File: src/rtl/data_bus_arbiter.sv
// Two-master, one-slave data bus arbiter: round-robin grant, fixed-latency response routing.
// Optional master-1 bus lock for atomic loader bursts: define DATA_BUS_ARB_LOCK_EN.
module data_bus_arbiter #(
    parameter int RD_LATENCY = 1,
    parameter int ADDR_W     = 32,
    parameter int DATA_W     = 32
) (
    input  logic                clk_i,
    input  logic                rst_i,
    input  logic                m0_req_i,
    input  logic                m0_we_i,
    input  logic [ADDR_W-1:0]   m0_addr_i,
    input  logic [DATA_W-1:0]   m0_wdata_i,
    input  logic [DATA_W/8-1:0] m0_be_i,
    output logic                m0_gnt_o,
    output logic                m0_rvalid_o,
    output logic [DATA_W-1:0]   m0_rdata_o,
    input  logic                m1_req_i,
    input  logic                m1_we_i,
    input  logic [ADDR_W-1:0]   m1_addr_i,
    input  logic [DATA_W-1:0]   m1_wdata_i,
    input  logic [DATA_W/8-1:0] m1_be_i,
`ifdef DATA_BUS_ARB_LOCK_EN
    input  logic                m1_lock_i,
`endif
    output logic                m1_gnt_o,
    output logic                m1_rvalid_o,
    output logic [DATA_W-1:0]   m1_rdata_o,
    output logic                s_req_o,
    output logic                s_we_o,
    output logic [ADDR_W-1:0]   s_addr_o,
    output logic [DATA_W-1:0]   s_wdata_o,
    output logic [DATA_W/8-1:0] s_be_o,
    input  logic [DATA_W-1:0]   s_rdata_i
);

    // Handshake: a master holds req and its payload until gnt; the slave
    // accepts every cycle s_req_o=1 and answers RD_LATENCY cycles later.

    logic                  last_grant_q;
    logic                  lock_q;
    logic [RD_LATENCY-1:0] pipe_v_q;
    logic [RD_LATENCY-1:0] pipe_id_q;

    // Grants are gated by reset so the bus is quiet the moment rst_i rises.
    always_comb begin
        m0_gnt_o = 1'b0;
        m1_gnt_o = 1'b0;
        if (!rst_i) begin
            m1_gnt_o = m1_req_i & (lock_q | ~m0_req_i | ~last_grant_q);
            m0_gnt_o = m0_req_i & ~m1_gnt_o & ~lock_q;
        end
    end

    assign s_req_o = m0_gnt_o | m1_gnt_o;

    always_comb begin
        s_we_o    = 1'b0;
        s_addr_o  = '0;
        s_wdata_o = '0;
        s_be_o    = '0;
        if (m1_gnt_o) begin
            s_we_o    = m1_we_i;
            s_addr_o  = m1_addr_i;
            s_wdata_o = m1_wdata_i;
            s_be_o    = m1_be_i;
        end else if (m0_gnt_o) begin
            s_we_o    = m0_we_i;
            s_addr_o  = m0_addr_i;
            s_wdata_o = m0_wdata_i;
            s_be_o    = m0_be_i;
        end
    end

    // Reset value 1 lets master 0 win the first contention.
    always_ff @(posedge clk_i or posedge rst_i) begin
        if (rst_i) begin
            last_grant_q <= 1'b1;
        end else if (s_req_o) begin
            last_grant_q <= m1_gnt_o;
        end
    end

`ifdef DATA_BUS_ARB_LOCK_EN
    // Lock is taken by a locked m1 grant and released as soon as m1_lock_i drops.
    always_ff @(posedge clk_i or posedge rst_i) begin
        if (rst_i) begin
            lock_q <= 1'b0;
        end else if (!m1_lock_i) begin
            lock_q <= 1'b0;
        end else if (m1_gnt_o) begin
            lock_q <= 1'b1;
        end
    end
`else
    assign lock_q = 1'b0;
`endif

    // Response pipeline: {valid, id} travels RD_LATENCY stages alongside the slave.
    always_ff @(posedge clk_i or posedge rst_i) begin
        if (rst_i) begin
            pipe_v_q  <= '0;
            pipe_id_q <= '0;
        end else begin
            pipe_v_q[0]  <= s_req_o;
            pipe_id_q[0] <= m1_gnt_o;
            for (int i = 1; i < RD_LATENCY; i++) begin
                pipe_v_q[i]  <= pipe_v_q[i-1];
                pipe_id_q[i] <= pipe_id_q[i-1];
            end
        end
    end

    assign m0_rvalid_o = pipe_v_q[RD_LATENCY-1] & ~pipe_id_q[RD_LATENCY-1];
    assign m1_rvalid_o = pipe_v_q[RD_LATENCY-1] &  pipe_id_q[RD_LATENCY-1];
    assign m0_rdata_o  = m0_rvalid_o ? s_rdata_i : '0;
    assign m1_rdata_o  = m1_rvalid_o ? s_rdata_i : '0;

endmodule

File: config.mk
export PLATFORM = sky130hd
export DESIGN_NAME = data_bus_arbiter
export DESIGN_NICKNAME = d
export VERILOG_FILES = /design/src/rtl/data_bus_arbiter.sv
export SDC_FILE = /design/constraint.sdc
export NUM_CORES = 1
export LEC_CHECK = 0
export BUFFER_PORTS_ARGS = -buffer_cell sky130_fd_sc_hd__buf_2
export CAP_MARGIN = 30
export CORE_AREA = 2 2 122 124
export DETAILED_ROUTE_END_ITERATION = 8
export DIE_AREA = 0 0 124 126
export SLEW_MARGIN = 20
export SYNTH_ARGS = -nofsm -noshare
export SYNTH_HDL_FRONTEND = slang
export SYNTH_SLANG_ARGS = --single-unit
export TNS_END_PERCENT = 20
File: constraint.sdc
create_clock -name clk_i -period 1.4 [get_ports clk_i]
set_input_delay 0.28 -clock clk_i [delete_from_list [all_inputs] [get_ports clk_i]]
set_output_delay 0.28 -clock clk_i [all_outputs]
set_load 0.03 [all_outputs]
==> reports/results.tsv, run 1 <==
stage	metric	value	unit
global_routing	antenna_found_initial	0	
power	leakage	2.85	nW
synth	synth-xor-area-share	0	%
setup_path	crit_required	1120	ps
cts	clk_latency	220	ps
setup_path	cp_top_family	flip-flops	
floorplan	dieHeight	126	microns
sta	grt_setup_unrepaired	yes	
cts	htree_levels	1	
place	dp_slack	-325	ps
routing	drcViolationCount	0	
routing	first_pass_iters	4	
sta	finalMaxSlewViolations	0	
global_routing	grt_pass1_wl	19.5	mm
sta	setup_ws	-468	ps
synth	synth-simple-area-share	45.2	%
finish	drive_above_1_share	67.4	%
sta	tightestPinTransition	296	ps
sta	clock_skew	0.361	ps
cts	root_buffer	clkbuf_16	
routing	antenna_left	0	
status	violations	negative setup slack	
synth	synth.yosys.seq_area_share	2.62	%
setup_path	slowest_stage	dfstp_2	
setup_path	endpoint_kind	output pin	
routing	vias	3785	
floorplan	die_w	124	microns
setup_path	worst-path-stages	4	
routing	routed_wl	13.5	mm
finish	finalNonFillerCells	825	
routing	top_layer_used	met4	
job	drv_cap	0	
synth	yosysWarningCount	0	
setup_path	cp_slowest_stage_delay	570	ps
routing	drt_iter0_drc	89	
routing	dr_wl_met2	7.61	mm
sta	timing.final.crit_share	133	%
routing	wl_met3	1.05	mm
setup_path	crit_type	flip-flop to output pin	
finish	syn2layout_area_growth	133	%
place	dp_cells	813	
cts	cts_tree	built	
sta	fin_crit	1870	ps
setup_path	r2r_cells	5	
routing	drt-vias-per-instance	4.59	
status	status	complete, but fails checks	
routing	wl_per_cell	16.3	microns
finish	multi_input_area	0.00326	sq mm
setup_path	rrSetupSlack	80	ps
finish	num_antenna_cells	0	
global_routing	grtUsageTotal	15.8	%
synth	synth_cells	335	
synth	ys_types	19	
hold_path	hp-class	input pin to async pin	
setup_path	worstPathArrival	1590	ps
finish	fillers	1282	
synth	netlist_area	0.00291	sq mm
synth	ys_ff_latch	3	
synth	synth_compound_area_share	39.2	%
setup_path	rr_startpoint	last_grant_q	
cts	cts.sinks	3	
floorplan	ioPinCount	312	
finish	final_nets	816	
sta	final_hold_viol_count	0	
floorplan	coreArea	0.0143	sq mm
floorplan	start_util	20.3	%
routing	m1WireLength	4.59	mm
finish	regArea	76.3	sq um
power	powerDensity	527	mW/mm^2
power	ir_drop	0.343	mV
global_routing	overflow	0	
place	place.gp.congestion	0.781	
sta	setup_viol	136	
floorplan	dieArea	0.0156	sq mm
cts	cts_buffers	3	
setup_path	crit_fanout	23	
setup_path	cp_cell_sequence	nor2b_4 > buf_12 > o32ai_4 > buf_6	
synth	avgSynthCellArea	8.68	sq um
synth	synthMuxAreaShare	0	%
cts	cts_max_path_buffers	2	
synth	synth_fa_ha_area_share	0	%
place	dpl.hpwl	10.0	mm
synth	syn_nets	509	
setup_path	r2r-end	pipe_id_q	
floorplan	rows	44	
sta	max_slew_margin	80.2	%
cts	clk_pin_slew	30	ps
global_routing	grt_max_degree	92	
sta	tns	-35100	ps
setup_path	cp-start-kind	flip-flop	
setup_path	crit_buf_inv	2	
synth	synth_top_family_by_area	simple AND/OR/NAND/NOR gates	
global_routing	grt_pass1_vias	3831	
sta	max_freq	535	MHz
place	io_buffers	311	
-- flip-flops by register name, indices dropped and copies added (netlist names) --
signal        flops
last_grant_q      1
pipe_id_q         1
pipe_v_q          1
-- timing repair --
item                                   CTS  global route
endpoints found under the hold margin    0             0
setup buffers                            3             0
hold buffers                             0             0
resized for setup                      199           131
pin swaps                                3             5
cloned                                   4             1
setup endpoints to repair              139           138
-- cells in the mapped netlist --
cell      number  area (sq um)
buf_4          2          15.0
inv_1          1          3.75
clkbuf_2       2          10.0
a21bo_1        1          10.0
o32ai_2       69          1120
and2_1        33           206
nor2_1         4          15.0
a21o_1         1          7.51
nor2b_2        2          17.5
dfstp_2        1          26.3
buf_2         14          70.1
dfrtp_1        2          50.1
buf_6          2          22.5
and3_1        32           200
buf_12         9           180
inv_2          1          3.75
clkbuf_1      19          71.3
nor3b_1        1          7.51
nand2b_1     139           870
-- worst max path at each step --
stage / start / end
final: last_grant_q / s_we_o
after global routing: last_grant_q / s_addr_o[4]
after CTS: last_grant_q / s_addr_o[7]
after detailed placement: last_grant_q / s_addr_o[7]
after global placement: last_grant_q / s_addr_o[7]
after floorplan: last_grant_q / s_addr_o[0]
-- cell usage in the layout (no fill, tap or decap), drive strengths merged --
cell type	synthesis	routed
clkbuf	21	5
dfstp	1	1
nor3b	1	1
o32ai	69	69
dfrtp	2	2
and2	33	33
and3	32	32
inv	2	2
a21bo	1	1
nor2	4	4
a21o	1	1
nor2b	2	2
buf	27	349
nand2b	139	139
-- power by group --
part	switching, W	internal, W
sequential	0.0000141	0.000101
combinational	0.00158	0.00143
clock	0.0000752	0.000376
total	0.00167	0.00191
-- routing by layer --
layer | up-vias | GRT usage (%)
li1 | 1824 | -
met1 | 1765 | 16.2
met2 | 182 | 31.9
met3 | 14 | 3.03
met4 | 0 | 3.57
met5 | - | 0
-- through the flow --
step / instance area (sq um) / util, % / power (W) / hold slack (ps)
after floorplan: 3700 / - / 0.00197 / 465
after global routing: 6790 / 47.4 / 0.00377 / 308
final: 6790 / 47.4 / 0.00358 / 289
after detailed placement: 5570 / 38.9 / 0.00262 / 524
after CTS: 6430 / 44.9 / 0.00351 / 288
after global placement: 5570 / 38.9 / 0.00259 / 521
-- cells by family (layout without fill, tap and decap cells) --
family | Yosys count | count (layout)
and+or+nand+nor | 211 | 211
buffers and inverters | 50 | 356
AOI/OAI and AO/OA | 71 | 71
DFF | 3 | 3
-- final cells by class --
class / count / area share [%]
clock buffers: 4 / 1.16
flip-flops and latches: 3 / 1.12
multi-input cells: 282 / 48.1
repair buffers: 350 / 46.0
inverters: 2 / 0.184
well taps: 184 / 3.39
-- worst register-to-register path: cells and delay by family, from the launching register on --
kind | cells | cell delay, ps
buffers and inverters | 3 | 390
and+or+nand+nor | 1 | 50
DFF | 1 | 570
AOI/OAI and AO/OA | 1 | 190
No activity file was read; power rests on OpenSTA's default activity.
==> run 2: changes to the inputs <==
--- a/config.mk
+++ b/config.mk
@@ -10,6 +10,7 @@
 export CORE_AREA = 2 2 122 124
 export DETAILED_ROUTE_END_ITERATION = 8
 export DIE_AREA = 0 0 124 126
+export RECOVER_POWER = 50
 export SLEW_MARGIN = 20
 export SYNTH_ARGS = -nofsm -noshare
 export SYNTH_HDL_FRONTEND = slang
==> run 2 against run 1 <==
Net effect: the run still ends with negative setup slack left; final cell count is the same; die area unchanged; highest routed layer unchanged; power fell by 0.18%; clock-buffer cell count unchanged; clock power hardly changed; combinational power is essentially flat; utilization is 0.12 points lower; worst setup slack about the same; sequential share of layout area about the same; wire length about the same; fmax hardly changed; critical path type unchanged; critical endpoint unchanged.
==> reports/results.tsv, run 2 (synthesis results as in run 1) <==
stage	metric	value	unit	change
status	status	complete, but fails checks		unchanged
status	violations	negative setup slack		unchanged
routing	drt-vias-per-instance	4.59		about the same
routing	drt_iter0_drc	87		was 89
cts	cts_max_path_buffers	2		unchanged
cts	clk_latency	220	ps	about the same
routing	vias	3786		was 3,785
finish	num_antenna_cells	0		unchanged
hold_path	hp-class	input pin to async pin		unchanged
global_routing	grt_max_degree	92		unchanged
setup_path	cp_top_family	flip-flops		unchanged
finish	syn2layout_area_growth	133	%	about the same
global_routing	grtUsageTotal	15.8	%	unchanged
place	place.gp.congestion	0.781		unchanged
finish	layout_common_cells	buf_2, nand2b_1, buf_6		unchanged
place	io_buffers	311		unchanged
place	dp_cells	813		unchanged
routing	first_pass_iters	4		unchanged
job	drv_cap	0		unchanged
setup_path	worstPathArrival	1590	ps	about the same
power	powerDensity	528	mW/mm^2	was 527 mW/mm^2
setup_path	crit_type	flip-flop to output pin		unchanged
floorplan	rows	44		unchanged
power	ir_drop	0.334	mV	was 0.343 mV
power	leakage	2.84	nW	was 2.85 nW
sta	clock_skew	0.526	ps	was 0.361 ps
sta	grt_setup_unrepaired	yes		unchanged
power	pwr-share-comb	84.1	%	was 84.2%
floorplan	start_util	20.3	%	unchanged
setup_path	worst-path-stages	4		unchanged
finish	drive_above_1_share	67.1	%	was 67.4%
setup_path	crit_fanout	23		unchanged
finish	fillers	1284		was 1,282
finish	final_nets	816		unchanged
sta	setup_viol	137		was 136
cts	root_buffer	clkbuf_16		unchanged
setup_path	crit_buf_inv	2		unchanged
setup_path	cp-start-kind	flip-flop		unchanged
power	p_clk_share	12.6	%	about the same
setup_path	cp_cell_sequence	nor2b_4 > buf_12 > o32ai_4 > buf_6		unchanged
global_routing	grt_pass1_vias	3831		unchanged
floorplan	die_w	124	microns	unchanged
place	dpl.hpwl	10.0	mm	unchanged
sta	whs	408	ps	was 289 ps
floorplan	dieHeight	126	microns	unchanged
global_routing	overflow	0		unchanged
sta	finalMaxSlewViolations	0		unchanged
floorplan	ioPinCount	312		unchanged
sta	max_slew_margin	80.2	%	unchanged
setup_path	r2r_cells	5		unchanged
setup_path	slowest_stage	dfstp_2		unchanged
cts	htree_levels	1		unchanged
power	p_sw_share	46.7	%	was 46.6%
power	p_int	0.00190	W	was 0.00191 W
cts	cts.sinks	3		unchanged
cts	clk_pin_slew	30	ps	about the same
sta	setup_ws	-468	ps	about the same
floorplan	coreArea	0.0143	sq mm	unchanged
routing	wl_per_cell	16.3	microns	about the same
power	p_sw	0.00167	W	about the same
setup_path	endpoint_kind	output pin		unchanged
sta	max_freq	535	MHz	about the same
setup_path	cp_slowest_stage_delay	570	ps	about the same
finish	finalNonFillerCells	825		unchanged
sta	tightestPinTransition	296	ps	unchanged
floorplan	dieArea	0.0156	sq mm	unchanged
finish	layout_commonest_cell	buf_2		unchanged
sta	fin_crit	1870	ps	about the same
global_routing	antenna_found_initial	0		unchanged
sta	timing.final.crit_share	133	%	about the same
routing	routed_wl	13.5	mm	about the same
sta	final_hold_viol_count	0		unchanged
global_routing	grt_pass1_wl	19.5	mm	unchanged
cts	cts_buffers	3		unchanged
power	seq_power_share	3.2	%	about the same
routing	antenna_left	0		unchanged
cts	cts_tree	built		unchanged
setup_path	crit_required	1120	ps	about the same
finish	top_regs	last_grant_q (1), pipe_id_q (1), pipe_v_q (1)		unchanged
routing	drcViolationCount	0		unchanged
[run 2: final cells by class]
| class | instances | area [sq um] | share of cell area [%] |
|---|---|---|---|
| Multi-Input combinational cell | 282 | 3260 | 48.2 |
| Timing Repair Buffer | 350 | 3110 | 45.9 |
| Tap cell | 184 | 230 | 3.40 |
| Clock buffer | 4 | 78.8 | 1.16 |
| Sequential cell | 3 | 76.3 | 1.13 |
| Inverter | 2 | 12.5 | 0.185 |
[run 2: layer usage]
metal | global-route usage (%) | up-vias | routed length [microns]
met5 | 0 | - | 0
met4 | 3.57 | 0 | 199
met3 | 3.03 | 14 | 1060
met2 | 31.9 | 184 | 7610
met1 | 16.2 | 1762 | 4590
li1 | - | 1826 | -
[run 2: power groups by stage]
| stage | Combinational, W | Clock (W) | Sequential (W) |
|---|---|---|---|
| after floorplan | 0.00186 | 0 | 0.000112 |
| after global placement | 0.00248 | 0 | 0.000114 |
| after detailed placement | 0.00250 | 0 | 0.000115 |
| after CTS | 0.00293 | 0.000462 | 0.000115 |
| after global routing | 0.00317 | 0.000472 | 0.000117 |
| final | 0.00301 | 0.000451 | 0.000116 |
[run 2: repair_timing]
action                                  in CTS  in global routing
hold buffers                                 0                  0
endpoints found under the hold margin        0                  0
resized for setup                          199                131
gates cloned                                 4                  1
buffers inserted                             3                  0
pin swaps                                    3                  5
endpoints found under the setup margin     139                138
[run 2: path summary, 6_finish.rpt]
| check | startpoint | end | slack, ps |
|---|---|---|---|
| min in group clk_i | m1_req_i | pipe_v_q | 460 |
| hold reg to reg | last_grant_q | last_grant_q | 550 |
| setup / recovery | last_grant_q | s_we_o | -470 |
| setup reg to reg | last_grant_q | pipe_id_q | 70 |
| hold / removal | rst_i | pipe_id_q | 410 |
| max in group asynchronous | rst_i | last_grant_q | 770 |
[run 2: worst reg2reg max path: stages (launching register included)]
cell	delay, ps
dfstp_2	570
a21bo_4	190
buf_12	130
buf_16	140
nor2_4	50
buf_4	130
[run 2: metrics by stage]
step                      utilization [%]  total power, W  setup slack (ps)  cell area (sq um)  setup TNS [ps]
final                                47.3         0.00357              -468               6770          -35320
after global routing                 47.3         0.00376              -501               6770          -41940
after CTS                            44.9         0.00351              -473               6430          -36980
after detailed placement             38.9         0.00262              -325               5570          -17950
after global placement               38.9         0.00259              -286               5570          -16090
after floorplan                         -         0.00197              -175               3700          -12680
